## src/rtl/if_id_pipe.sv

```systemverilog
// IF/ID pipeline register with stall/flush, valid bit and an optional negedge
// instruction capture. Optional hazard counters are enabled by `define IF_ID_PERF_EN.
module if_id_pipe #(
  parameter int              PC_W         = 32,
  parameter int              INST_W       = 32,
  parameter logic [INST_W-1:0] NOP_INST   = 32'h0000_0000,
  parameter int              INST_NEGEDGE = 1,
  parameter int              CNT_W        = 16
) (
  input  logic              clk,
  input  logic              nrst,
  input  logic              stall,
  input  logic              flush,
  input  logic              if_valid,
  input  logic [PC_W-1:0]   if_pc,
  input  logic [PC_W-1:0]   if_pc4,
  input  logic [INST_W-1:0] if_inst,
  output logic              id_valid,
  output logic [PC_W-1:0]   id_pc,
  output logic [PC_W-1:0]   id_pc4,
`ifdef IF_ID_PERF_EN
  output logic [INST_W-1:0] id_inst,
  output logic [CNT_W-1:0]  stall_cnt,
  output logic [CNT_W-1:0]  flush_cnt,
  output logic [CNT_W-1:0]  bubble_cnt
`else
  output logic [INST_W-1:0] id_inst
`endif
);

  localparam logic [1:0] ACT_LOAD  = 2'd0;
  localparam logic [1:0] ACT_HOLD  = 2'd1;
  localparam logic [1:0] ACT_FLUSH = 2'd2;

  logic [1:0] act_s;

  // Per-posedge action, flush has priority over stall.
  always_comb begin
    act_s = ACT_LOAD;
    if (flush) begin
      act_s = ACT_FLUSH;
    end else if (stall) begin
      act_s = ACT_HOLD;
    end else begin
      act_s = ACT_LOAD;
    end
  end

  // Posedge fields: valid, pc and pc+4.
  always_ff @(posedge clk or negedge nrst) begin
    if (!nrst) begin
      id_valid <= 1'b0;
      id_pc    <= '0;
      id_pc4   <= '0;
    end else begin
      case (act_s)
        ACT_LOAD: begin
          id_valid <= if_valid;
          id_pc    <= if_pc;
          id_pc4   <= if_pc4;
        end
        ACT_HOLD: begin
          id_valid <= id_valid;
          id_pc    <= id_pc;
          id_pc4   <= id_pc4;
        end
        default: begin
          id_valid <= 1'b0;
          id_pc    <= '0;
          id_pc4   <= '0;
        end
      endcase
    end
  end

  generate
    if (INST_NEGEDGE != 0) begin : g_neg
      logic [1:0] act_q;
      logic       vld_q;

      // Action and fetch qualifier captured at posedge for the negedge update.
      always_ff @(posedge clk or negedge nrst) begin
        if (!nrst) begin
          act_q <= ACT_FLUSH;
          vld_q <= 1'b0;
        end else begin
          act_q <= act_s;
          vld_q <= if_valid;
        end
      end

      // Sync imem data is only valid by the falling edge, so sample it there.
      always_ff @(negedge clk or negedge nrst) begin
        if (!nrst) begin
          id_inst <= NOP_INST;
        end else begin
          case (act_q)
            ACT_LOAD: id_inst <= vld_q ? if_inst : NOP_INST;
            ACT_HOLD: id_inst <= id_inst;
            default:  id_inst <= NOP_INST;
          endcase
        end
      end
    end else begin : g_pos
      // Instruction captured together with the other fields.
      always_ff @(posedge clk or negedge nrst) begin
        if (!nrst) begin
          id_inst <= NOP_INST;
        end else begin
          case (act_s)
            ACT_LOAD: id_inst <= if_valid ? if_inst : NOP_INST;
            ACT_HOLD: id_inst <= id_inst;
            default:  id_inst <= NOP_INST;
          endcase
        end
      end
    end
  endgenerate

`ifdef IF_ID_PERF_EN
  function automatic logic [CNT_W-1:0] sat_inc(input logic [CNT_W-1:0] v);
    return (&v) ? v : v + CNT_W'(1);
  endfunction

  // Saturating hazard counters; only reset clears them.
  always_ff @(posedge clk or negedge nrst) begin
    if (!nrst) begin
      stall_cnt  <= '0;
      flush_cnt  <= '0;
      bubble_cnt <= '0;
    end else begin
      case (act_s)
        ACT_HOLD:  stall_cnt <= sat_inc(stall_cnt);
        ACT_FLUSH: flush_cnt <= sat_inc(flush_cnt);
        ACT_LOAD:  begin
          if (!if_valid) begin
            bubble_cnt <= sat_inc(bubble_cnt);
          end else begin
            bubble_cnt <= bubble_cnt;
          end
        end
        default: begin
          stall_cnt <= stall_cnt;
        end
      endcase
    end
  end
`endif

endmodule

```

## config.mk

```make
export PLATFORM = sky130hd
export DESIGN_NAME = if_id_pipe
export DESIGN_NICKNAME = d
export VERILOG_FILES = /design/src/rtl/if_id_pipe.sv
export SDC_FILE = /design/constraint.sdc
export NUM_CORES = 1
export LEC_CHECK = 0
export BUFFER_PORTS_ARGS = -buffer_cell sky130_fd_sc_hd__clkbuf_2
export CAP_MARGIN = 20
export CORE_MARGIN = 2
export CORE_UTILIZATION = 46
export DETAILED_ROUTE_END_ITERATION = 8
export GPL_TIMING_DRIVEN = 0
export PLACE_DENSITY = 0.8
export SLEW_MARGIN = 10
export SYNTH_ARGS = -nofsm -noshare
export SYNTH_HDL_FRONTEND = slang
export SYNTH_SLANG_ARGS = --single-unit
```

## constraint.sdc

```tcl
create_clock -name clk -period 1.3 [get_ports clk]
set_input_delay 0.26 -clock clk [delete_from_list [all_inputs] [get_ports clk]]
set_output_delay 0.26 -clock clk [all_outputs]
set_load 0.005 [all_outputs]
```

======== Word level (Yosys, flattened, before mapping) ========
Index checks and enable logic that the tools add are counted.
storage, ports and cells
  register bits ........................... 100
  input port bits ......................... 101
operators by class
  equality and inequality tests ........... 2
  muxes and demuxes ....................... 7
  reduce and logical (&&, ||, !) cells .... 2
operators with widths
  cell                                                                    count
  32-bit one-hot mux with 2 select lines                                  3
  32-bit two-way mux                                                      1
  2-bit by 1-bit equality test with 1-bit output (second input constant)  2
  2-bit logical NOT                                                       2
  2-bit two-way mux                                                       1
  1-bit one-hot mux with 2 select lines                                   1
  1-bit two-way mux                                                       1

======== Logic depth before layout (Yosys ltp) ========
Gate-level depths: netlist (run 1).
  word-level depth ........................ 4
  mapped depth ............................ 5

==> flow_metrics.env, run 1 <==
export IMPL_place_area_mm2=0.00509
export IMPL_syn_area_mm2=0.00397
export IMPL_yosys_area_top_type="dfrtp_1"
export IMPL_start_kind="flop"
export IMPL_dieArea_mm2=0.00938
export IMPL_r2r_cells=3
export IMPL_ios=198
export IMPL_slowest_stage="dfstp_2"
export IMPL_drtAntennaViolNets=0
export IMPL_drive_above_1_share_pct=48.3
export IMPL_clk_latency_ns=0.34
export IMPL_setup_viol=64
export IMPL_drc_errors=0
export IMPL_diodes=0
export IMPL_grt_setup_unrepaired="true"
export IMPL_die_width_um=96.8
export IMPL_cts_hold_buffers=0
export IMPL_io_buffers=196
export IMPL_p_comb_share_pct=14.7
export IMPL_critPathMaxStageDelay_ns=0.59
export IMPL_power_share_clock_pct=29.1
export IMPL_slew_headroom_pct=48.8
export IMPL_cts_root_buf="clkbuf_8"
export IMPL_syn_avg_cell_area_um2=13.6
export IMPL_htreeDepth=3
export IMPL_yosys_top_cells_area="dfrtp_1, dfrtn_1, mux2i_1"
export IMPL_avgViaCountPerCell=5.02
export IMPL_fill_cells=669
export IMPL_regToRegSetupSlack_ns=-0.58
export IMPL_synth_compound_area_share_pct=8.08
export IMPL_hold_viol_final=0
export IMPL_grt_overflow=0
export IMPL_cp_top_family="flip-flops"
export IMPL_syn_inst=292
export IMPL_rows=33
export IMPL_yosysUniqueCellTypes=13
export IMPL_grt_pass1_vias=3318
export IMPL_synth_top_family_by_area="multiplexers"
export IMPL_grtUsageTotal_pct=20.6
export IMPL_irDropWorstVdd_mv=0.578
export IMPL_layout_cells_non_filler=633
export IMPL_synth_adder_area_share_pct=0
export IMPL_worstSetupEndpointType="flop"
export IMPL_tns_ns=-32.97
export IMPL_cts_tree="yes"
export IMPL_post_drt_wl_per_cell_um=15.1
export IMPL_drv_cap=0
export IMPL_initial_utilization_pct=47.8
export IMPL_drtIter0Drc=87
export IMPL_synth_xor_area_share_pct=0
export IMPL_clock_path_buffers=2
export IMPL_yosys_area_top_type_share_pct=42.3
export IMPL_fin_skew_ns=0.0165
export IMPL_grt_max_degree=101
export IMPL_ys_warn_count=0
export IMPL_clk_pin_slew_ns=0.09
export IMPL_worst_path_stages=3
export IMPL_placed_cells=593
export IMPL_power_share_sequential_pct=56.2
export IMPL_outcome="complete, but fails checks"
export IMPL_die_y_um=96.8
export IMPL_regToRegEndpoint="id_inst[21]"
export IMPL_final_nets=624
export IMPL_synthMuxAreaShare_pct=16.4
export IMPL_p_leak_uw=0.00312
export IMPL_hold_class="input pin to asynchronous set/reset pin"
export IMPL_final_area_mm2=0.00547
export IMPL_gp_congestion=0.733
export IMPL_grt_pass1_wl_um=15900
export IMPL_drv_slew=0
export IMPL_firstDrtPassIters=4
export IMPL_r2r_start="g_neg.act_q[1]"
export IMPL_dp_hpwl_um=6940
export IMPL_area_delta_synth_final_pct=38.1
export IMPL_cp_data_arrival_time_ns=1.40
export IMPL_internal_power_uw=4450
export IMPL_synth_seq_cells=100
export IMPL_tightest_slew_ns=0.768
export IMPL_critPathKind="flop to flop"
export IMPL_switchingPower_uw=1540
export IMPL_synth_nets=393
export IMPL_crit_fanout=7
export IMPL_crit_buf_inv=1
export IMPL_via_count=3180
export IMPL_powerDensity_mw_per_mm2=1090
export IMPL_yosysSeqAreaShare_pct=63.1
export IMPL_core_area_mm2=0.00830
export IMPL_cts_num_sinks=100
export IMPL_switching_share_pct=25.8
export IMPL_setup_ws_ns=-0.580
export IMPL_routed_wl_um=9590
export IMPL_required_ns=0.82
export IMPL_failed_checks="negative setup slack"
export IMPL_synth_simple_area_share_pct=6.72
export IMPL_antenna_found_initial=0
export IMPL_path_cells="nor2b_4 -> buf_6 -> a32o_1"
export IMPL_cts_made_buffers=9
what timing repair did:
item,4_1_cts,5_1_grt
buffers inserted,11,11
pin swaps,30,1
endpoints found under the setup margin,64,64
resized for setup,17,12
cloned,3,0
endpoints found under the hold margin,0,0
routing by layer:
layer	wire length, um	vias up	track usage [%]
met5	0	-	0
met1	3790	1530	25.1
met4	299	0	8.45
met3	629	25	4.70
met2	4870	137	35.5
li1	-	1488	-
cell families (layout without fill, tap and decap cells):
family,count (synthesis),in the layout
buf+inv,26,262
compound gates,32,32
simple gates,69,69
flops,100,100
mux,65,65
power by group through the flow:
stage / clock network (uW) / registers, uW / logic (uW)
after floorplan: 0 / 3430 / 366
after global placement: 0 / 3420 / 804
after detailed placement: 0 / 3430 / 829
after CTS: 1790 / 3370 / 872
after global routing: 1920 / 3390 / 975
final: 1740 / 3370 / 880
cells in the final DEF (no fill, tap or decap), drive strengths merged:
master / synthesis / routed
clkbuf: 8 / 202
dfrtp: 67 / 67
nor2: 66 / 66
mux2i: 65 / 65
buf: 17 / 53
a32o: 32 / 32
dfrtn: 32 / 32
inv: 1 / 5
nor2b: 3 / 3
clkinv: 0 / 2
dfstp: 1 / 1
state kept, by name, indices dropped and copies added, names as in the netlist:
register,cells
id_pc,32
id_inst,32
g_neg.act_q,2
g_neg.vld_q,1
id_pc4,32
id_valid,1
area by class of cell:
cell class	count	area, um^2	area share (%)
Clock buffer	10	128	2.33
Buffer	24	234	4.27
Clock inverter	6	37.5	0.686
Multi-Input combinational cell	166	1250	22.8
Inverter	1	3.75	0.0686
Tap cell	105	131	2.40
Timing Repair Buffer	221	1190	21.7
Sequential cell	100	2500	45.7
Yosys cell counts:
library cell,instances
a32o_1,32
buf_12,5
buf_2,6
buf_4,2
buf_6,4
clkbuf_1,8
dfrtn_1,32
dfrtp_1,67
dfstp_2,1
inv_1,1
mux2i_1,65
nor2_1,66
nor2b_1,3
how the worst max path moves through the flow:
stage	end	slack [ns]	start
CTS	id_inst[21]	-0.59	g_neg.act_q[1]
global placement	id_inst[5]	-1.75	nrst
detailed placement	id_inst[21]	-0.60	g_neg.act_q[1]
finish	id_inst[21]	-0.58	g_neg.act_q[1]
global route	id_inst[24]	-0.61	g_neg.act_q[1]
floorplan	id_inst[30]	-0.52	g_neg.act_q[1]
per-stage QoR:
stage	hold WS [ns]	power (uW)	worst slack, ns	util, %
after CTS	0.00334	6030	-0.585	65.0
after global placement	0.390	4230	-1.75	61.2
after detailed placement	0.386	4260	-0.596	61.3
after global routing	0.0110	6290	-0.610	66.0
final	0.00546	5990	-0.580	66.0
after floorplan	-0.0356	3800	-0.520	-
No activity file was read; power rests on OpenSTA's default activity.
==> inputs of run 2 (changes only) <==
--- a/config.mk
+++ b/config.mk
@@ -7,11 +7,13 @@
 export LEC_CHECK = 0
 export BUFFER_PORTS_ARGS = -buffer_cell sky130_fd_sc_hd__clkbuf_2
 export CAP_MARGIN = 20
+export CORE_ASPECT_RATIO = 1.75
 export CORE_MARGIN = 2
 export CORE_UTILIZATION = 46
 export DETAILED_ROUTE_END_ITERATION = 8
 export GPL_TIMING_DRIVEN = 0
 export PLACE_DENSITY = 0.8
+export RECOVER_POWER = 100
 export SLEW_MARGIN = 10
 export SYNTH_ARGS = -nofsm -noshare
 export SYNTH_HDL_FRONTEND = slang
==> run 2 against run 1 <==
Compared with the run above:
- the flow finishes with violations (negative hold slack, negative setup slack)
- sequential share of layout area decreased by 0.32 points
- die area grew 0.31%
- core utilization up 0.36 points
- critical path type unchanged
- largest cell class unchanged
- largest power group unchanged
==> flow_metrics.env, run 2 (synthesis gave the netlist of run 1 again) <==
export IMPL_drv_cap=0
export IMPL_grt_pass1_vias=3195
export IMPL_initial_utilization_pct=47.7
export IMPL_tightest_slew_ns=0.815
export IMPL_drive_above_1_share_pct=41.7
export IMPL_outcome="complete, but fails checks"
export IMPL_layout_commonest_cell="clkbuf_2"
export IMPL_core_area_mm2=0.00831
export IMPL_io_buffers=196
export IMPL_path_cells="nor2b_4 -> buf_6 -> a32o_1"
export IMPL_hold_viol_final=11
export IMPL_cts_made_buffers=9
export IMPL_powerDensity_mw_per_mm2=1210
export IMPL_cts_hold_buffers=0
export IMPL_failed_checks="negative hold slack, negative setup slack"
export IMPL_final_nets=619
export IMPL_rows=44
export IMPL_critPathKind="flop to flop"
export IMPL_setup_ws_ns=-0.546
export IMPL_final_cell_mix="clkbuf_2, dfrtp_1, nor2_1, mux2i_1, clkbuf_1"
export IMPL_firstDrtPassIters=4
export IMPL_drtAntennaViolNets=0
export IMPL_p_leak_uw=0.00304
export IMPL_clock_path_buffers=2
export IMPL_fin_util_pct=66.3
export IMPL_worstSetupEndpointType="flop"
export IMPL_grt_overflow=0
export IMPL_cp_top_family="flip-flops"
export IMPL_cts_tree="yes"
export IMPL_grt_max_degree=101
export IMPL_p_total_uw=6670
export IMPL_routed_wl_um=9970
export IMPL_cts_root_buf="clkbuf_16"
export IMPL_cts_num_sinks=100
export IMPL_clk_pin_slew_ns=0.07
export IMPL_grtUsageTotal_pct=21.1
export IMPL_required_ns=0.84
export IMPL_htreeDepth=3
export IMPL_drc_errors=0
export IMPL_slew_headroom_pct=45.7
export IMPL_critPathMaxStageDelay_ns=0.57
export IMPL_post_drt_wl_per_cell_um=15.6
export IMPL_diodes=0
export IMPL_drtIter0Drc=152
export IMPL_antenna_found_initial=0
export IMPL_placed_cells=603
export IMPL_holdWs_ns=-0.0448
export IMPL_die_width_um=74.2
export IMPL_fin_skew_ns=0.00654
export IMPL_layout_cells_non_filler=638
export IMPL_clk_latency_ns=0.34
export IMPL_irDropWorstVdd_mv=0.720
export IMPL_tns_ns=-31.91
export IMPL_die_y_um=127
export IMPL_ios=198
export IMPL_setup_viol=64
export IMPL_avgViaCountPerCell=4.97
export IMPL_dieArea_mm2=0.00941
export IMPL_crit_buf_inv=1
export IMPL_cp_data_arrival_time_ns=1.38
export IMPL_area_delta_synth_final_pct=39.0
export IMPL_crit_fanout=7
export IMPL_grt_setup_unrepaired="true"
export IMPL_gp_congestion=0.756
export IMPL_via_count=3170
export IMPL_slowest_stage="dfstp_2"
export IMPL_drv_slew=0
export IMPL_start_kind="flop"
export IMPL_dp_hpwl_um=7050
export IMPL_reg_largest_list="id_inst: 32 flops, id_pc4: 32 flops, id_pc: 32 flops"
export IMPL_grt_pass1_wl_um=15200
export IMPL_hold_class="input pin to asynchronous set/reset pin"
run 2: worst paths after layout:
kind	startpoint	to	slack [ns]	cells past startpoint
min reg2reg	id_inst[5]	id_inst[5]	0.43	1
min in group clk	if_valid	g_neg.vld_q	0.07	1
max reg2reg	g_neg.act_q[1]	id_inst[19]	-0.55	3
max	g_neg.act_q[1]	id_inst[19]	-0.55	3
min	nrst	id_pc4[27]	-0.04	1
max in group asynchronous	nrst	id_inst[22]	0.18	1
run 2: layer usage:
metal	part of all wire, %	up-vias	wire length (um)	global-route usage (%)
met5	0	-	0	0
met4	1.8	0	175	8.45
met3	7.1	14	712	5.56
met2	54	126	5420	37.7
met1	37	1550	3660	22.8
li1	-	1480	-	-
run 2: power by group:
part           internal [uW]  switching (uW)
Sequential              3280            93.5
Clock                   1340            1090
Combinational            444             415
Total                   5070            1600
run 2: what timing repair did:
action                     4_1_cts  5_1_grt
setup endpoints to repair       64       64
setup buffers                    9        8
hold endpoints to repair         0        0
pin swaps                       30        1
gates cloned                     3        0
resized for setup               17       15
run 2: metrics by stage:
step | setup slack [ns] | cell area, um^2
2_1_floorplan | -0.520 | 3970
3_3_place_gp | -1.78 | 5090
3_5_place_dp | -0.589 | 5100
4_1_cts | -0.547 | 5490
5_1_grt | -0.583 | 5510
6_report | -0.546 | 5510
run 2: final cells by class:
type,count,area [um^2]
inverters,1,3.75
clock inverters,5,26.3
flip-flops and latches,100,2500
repair buffers,216,1110
clock buffers,11,243
well taps,115,144
fillers,623,2800
multi-input cells,166,1250
plain buffers,24,231
==> inputs of run 3 (changes only) <==
--- a/config.mk
+++ b/config.mk
@@ -5,6 +5,7 @@
 export SDC_FILE = /design/constraint.sdc
 export NUM_CORES = 1
 export LEC_CHECK = 0
+export ABC_AREA = 1
 export BUFFER_PORTS_ARGS = -buffer_cell sky130_fd_sc_hd__clkbuf_2
 export CAP_MARGIN = 20
 export CORE_ASPECT_RATIO = 1.75
@@ -12,7 +13,7 @@
 export CORE_UTILIZATION = 46
 export DETAILED_ROUTE_END_ITERATION = 8
 export GPL_TIMING_DRIVEN = 0
-export PLACE_DENSITY = 0.8
+export PLACE_DENSITY = 0.79
 export RECOVER_POWER = 100
 export SLEW_MARGIN = 10
 export SYNTH_ARGS = -nofsm -noshare
==> run 3 against run 2 <==
Compared with the run above:
- the flow finishes with violations (negative setup slack)
- power is 6.9% higher
- core utilization grew 3.1 points
- combinational power up 6.6%
- area after synthesis up 4.9%
- critical endpoint is now id_inst[28]
- largest power group unchanged
==> flow_metrics.env, run 3 <==
export IMPL_post_drt_wl_per_cell_um=14.2
export IMPL_start_kind="flop"
export IMPL_core_area_mm2=0.00873
export IMPL_crit_fanout=2
export IMPL_hold_class="input pin to asynchronous set/reset pin"
export IMPL_worstSetupEndpointType="output port"
export IMPL_critPathKind="flop to output port"
export IMPL_yosysUniqueCellTypes=14
export IMPL_avgViaCountPerCell=4.86
export IMPL_powerDensity_mw_per_mm2=1180
export IMPL_die_width_um=75.9
export IMPL_synth_nets=596
export IMPL_p_total_uw=7130
export IMPL_antenna_found_initial=0
export IMPL_dieArea_mm2=0.00984
export IMPL_area_delta_synth_final_pct=45.7
export IMPL_hold_viol_final=0
export IMPL_cts_made_buffers=9
export IMPL_dp_hpwl_um=8230
export IMPL_syn_avg_cell_area_um2=8.40
export IMPL_required_ns=1.04
export IMPL_setup_viol=64
export IMPL_failed_checks="negative setup slack"
export IMPL_tns_ns=-30.63
export IMPL_ios=198
export IMPL_drtIter0Drc=244
export IMPL_die_y_um=130
export IMPL_cp_top_family="flip-flops"
export IMPL_cts_hold_buffers=0
export IMPL_grt_pass1_vias=3993
export IMPL_seq_area_mm2=0.00250
export IMPL_fin_skew_ns=0.0110
export IMPL_via_count=4184
export IMPL_final_cell_mix="nand2_1, clkbuf_2, nand3_1, dfrtp_1, clkbuf_1"
export IMPL_grt_setup_unrepaired="true"
export IMPL_yosysSeqAreaShare_pct=60.2
export IMPL_ys_warn_count=0
export IMPL_synthFlopType="dfrtp_1"
export IMPL_synth_most_common_cell="nand2_1"
export IMPL_outcome="complete, but fails checks"
export IMPL_yosys_area_top_type_share_pct=40.3
export IMPL_setup_ws_ns=-0.541
export IMPL_rows=45
export IMPL_routed_wl_um=12200
export IMPL_io_buffers=197
export IMPL_critPathMaxStageDelay_ns=0.45
export IMPL_htreeDepth=3
export IMPL_crit_buf_inv=1
export IMPL_diodes=0
export IMPL_clock_path_buffers=2
export IMPL_synth_top_cells_by_count="nand2_1, nand3_1, dfrtp_1, dfrtn_1, inv_1"
export IMPL_path_cells="buf_2"
export IMPL_drv_slew=0
export IMPL_syn_area_mm2=0.00416
export IMPL_drtAntennaViolNets=0
export IMPL_drv_cap=0
export IMPL_grtUsageTotal_pct=23.6
export IMPL_cts_tree="yes"
export IMPL_grt_max_degree=101
export IMPL_initial_utilization_pct=47.6
export IMPL_yosys_area_top_type="dfrtp_1"
export IMPL_drc_errors=0
export IMPL_reg_largest_list="id_inst: 32 flops, id_pc4: 32 flops, id_pc: 32 flops"
export IMPL_final_nets=840
export IMPL_slowest_stage="dfrtn_1"
export IMPL_drive_above_1_share_pct=35.6
export IMPL_layout_commonest_cell="nand2_1"
export IMPL_cts_root_buf="clkbuf_16"
export IMPL_grt_pass1_wl_um=17800
export IMPL_irDropWorstVdd_mv=0.914
export IMPL_fin_util_pct=69.4
export IMPL_grt_overflow=0
export IMPL_fill_cells=663
export IMPL_p_leak_uw=0.00365
export IMPL_multi_input_area_mm2=0.00148
export IMPL_synthArstFlopShare_pct=100
export IMPL_syn_inst=495
export IMPL_cts_num_sinks=100
export IMPL_clk_pin_slew_ns=0.07
export IMPL_cp_data_arrival_time_ns=1.58
export IMPL_yosys_top_cells_area="dfrtp_1, nand2_1, dfrtn_1"
export IMPL_synth_edff_count=0
export IMPL_slew_headroom_pct=46.8
export IMPL_gp_congestion=0.795
export IMPL_synth_seq_cells=100
export IMPL_firstDrtPassIters=4
export IMPL_tightest_slew_ns=0.798
export IMPL_clk_latency_ns=0.34
[run 3: cell count changes after synthesis, moves of 14 or more]
cell / delta
a32o_1: -32
buf_2: +14
inv_1: +21
mux2i_1: -65
nand2_1: +226
nand3_1: +97
nor2_1: -64
[run 3: area by class of cell]
type	count	share of cell area, %
clock inverter	6	1.47
clock buffer	10	3.78
multi-input combinational	326	24.5
timing repair buffer	233	20.4
sequential	100	41.3
inverter	35	2.25
tap	117	2.42
buffer	34	3.84
[run 3: report_power, final]
group / internal [uW] / switching [uW] / total, uW
registers: 3280 / 102 / 3380
logic: 408 / 508 / 917
clock network: 1690 / 1140 / 2830
total: 5380 / 1750 / 7130
[run 3: final timing paths]
path / start / endpoint / slack [ns] / cells past startpoint
max: id_inst[28] / id_inst[28] / -0.54 / 1
min: nrst / id_pc[31] / 0.02 / 1
max reg2reg: g_neg.act_q[1] / id_inst[22] / -0.50 / 4
min reg2reg: id_inst[31] / id_inst[31] / 0.45 / 2
max in group asynchronous: nrst / id_inst[11] / 0.18 / 1
min in group clk: if_valid / g_neg.vld_q / 0.04 / 1
[run 3: per-layer routing]
layer,track usage (%),vias up,wire [um]
met3,6.41,23,677
li1,-,2016,-
met2,42.2,156,6610
met5,0,-,0
met4,9.29,0,266
met1,25.6,1989,4650
[run 3: per-stage QoR]
| stage | std cells | cell area, um^2 | hold slack [ns] | setup slack [ns] |
|---|---|---|---|---|
| floorplan | 495 | 4200 | -0.0356 | -0.332 |
| global placement | 809 | 5330 | 0.387 | -1.78 |
| detailed placement | 809 | 5340 | 0.388 | -0.453 |
| CTS | 848 | 5940 | 0.0291 | -0.517 |
| global route | 861 | 6060 | 0.0376 | -0.552 |
| finish | 861 | 6060 | 0.0152 | -0.541 |
[run 3: logic make-up (layout without fill, tap and decap cells)]
| logic type | Yosys count | count (layout) | synth area share [%] |
|---|---|---|---|
| buffers and inverters | 69 | 318 | 7.37 |
| flip-flops | 100 | 100 | 60.2 |
| AND/OR/NAND/NOR | 326 | 326 | 32.4 |
[run 3: what timing repair did]
action | CTS | global route
resized for setup | 27 | 46
pin swaps | 3 | 17
gates cloned | 3 | 2
endpoints found under the setup margin | 64 | 64
setup buffers | 20 | 11
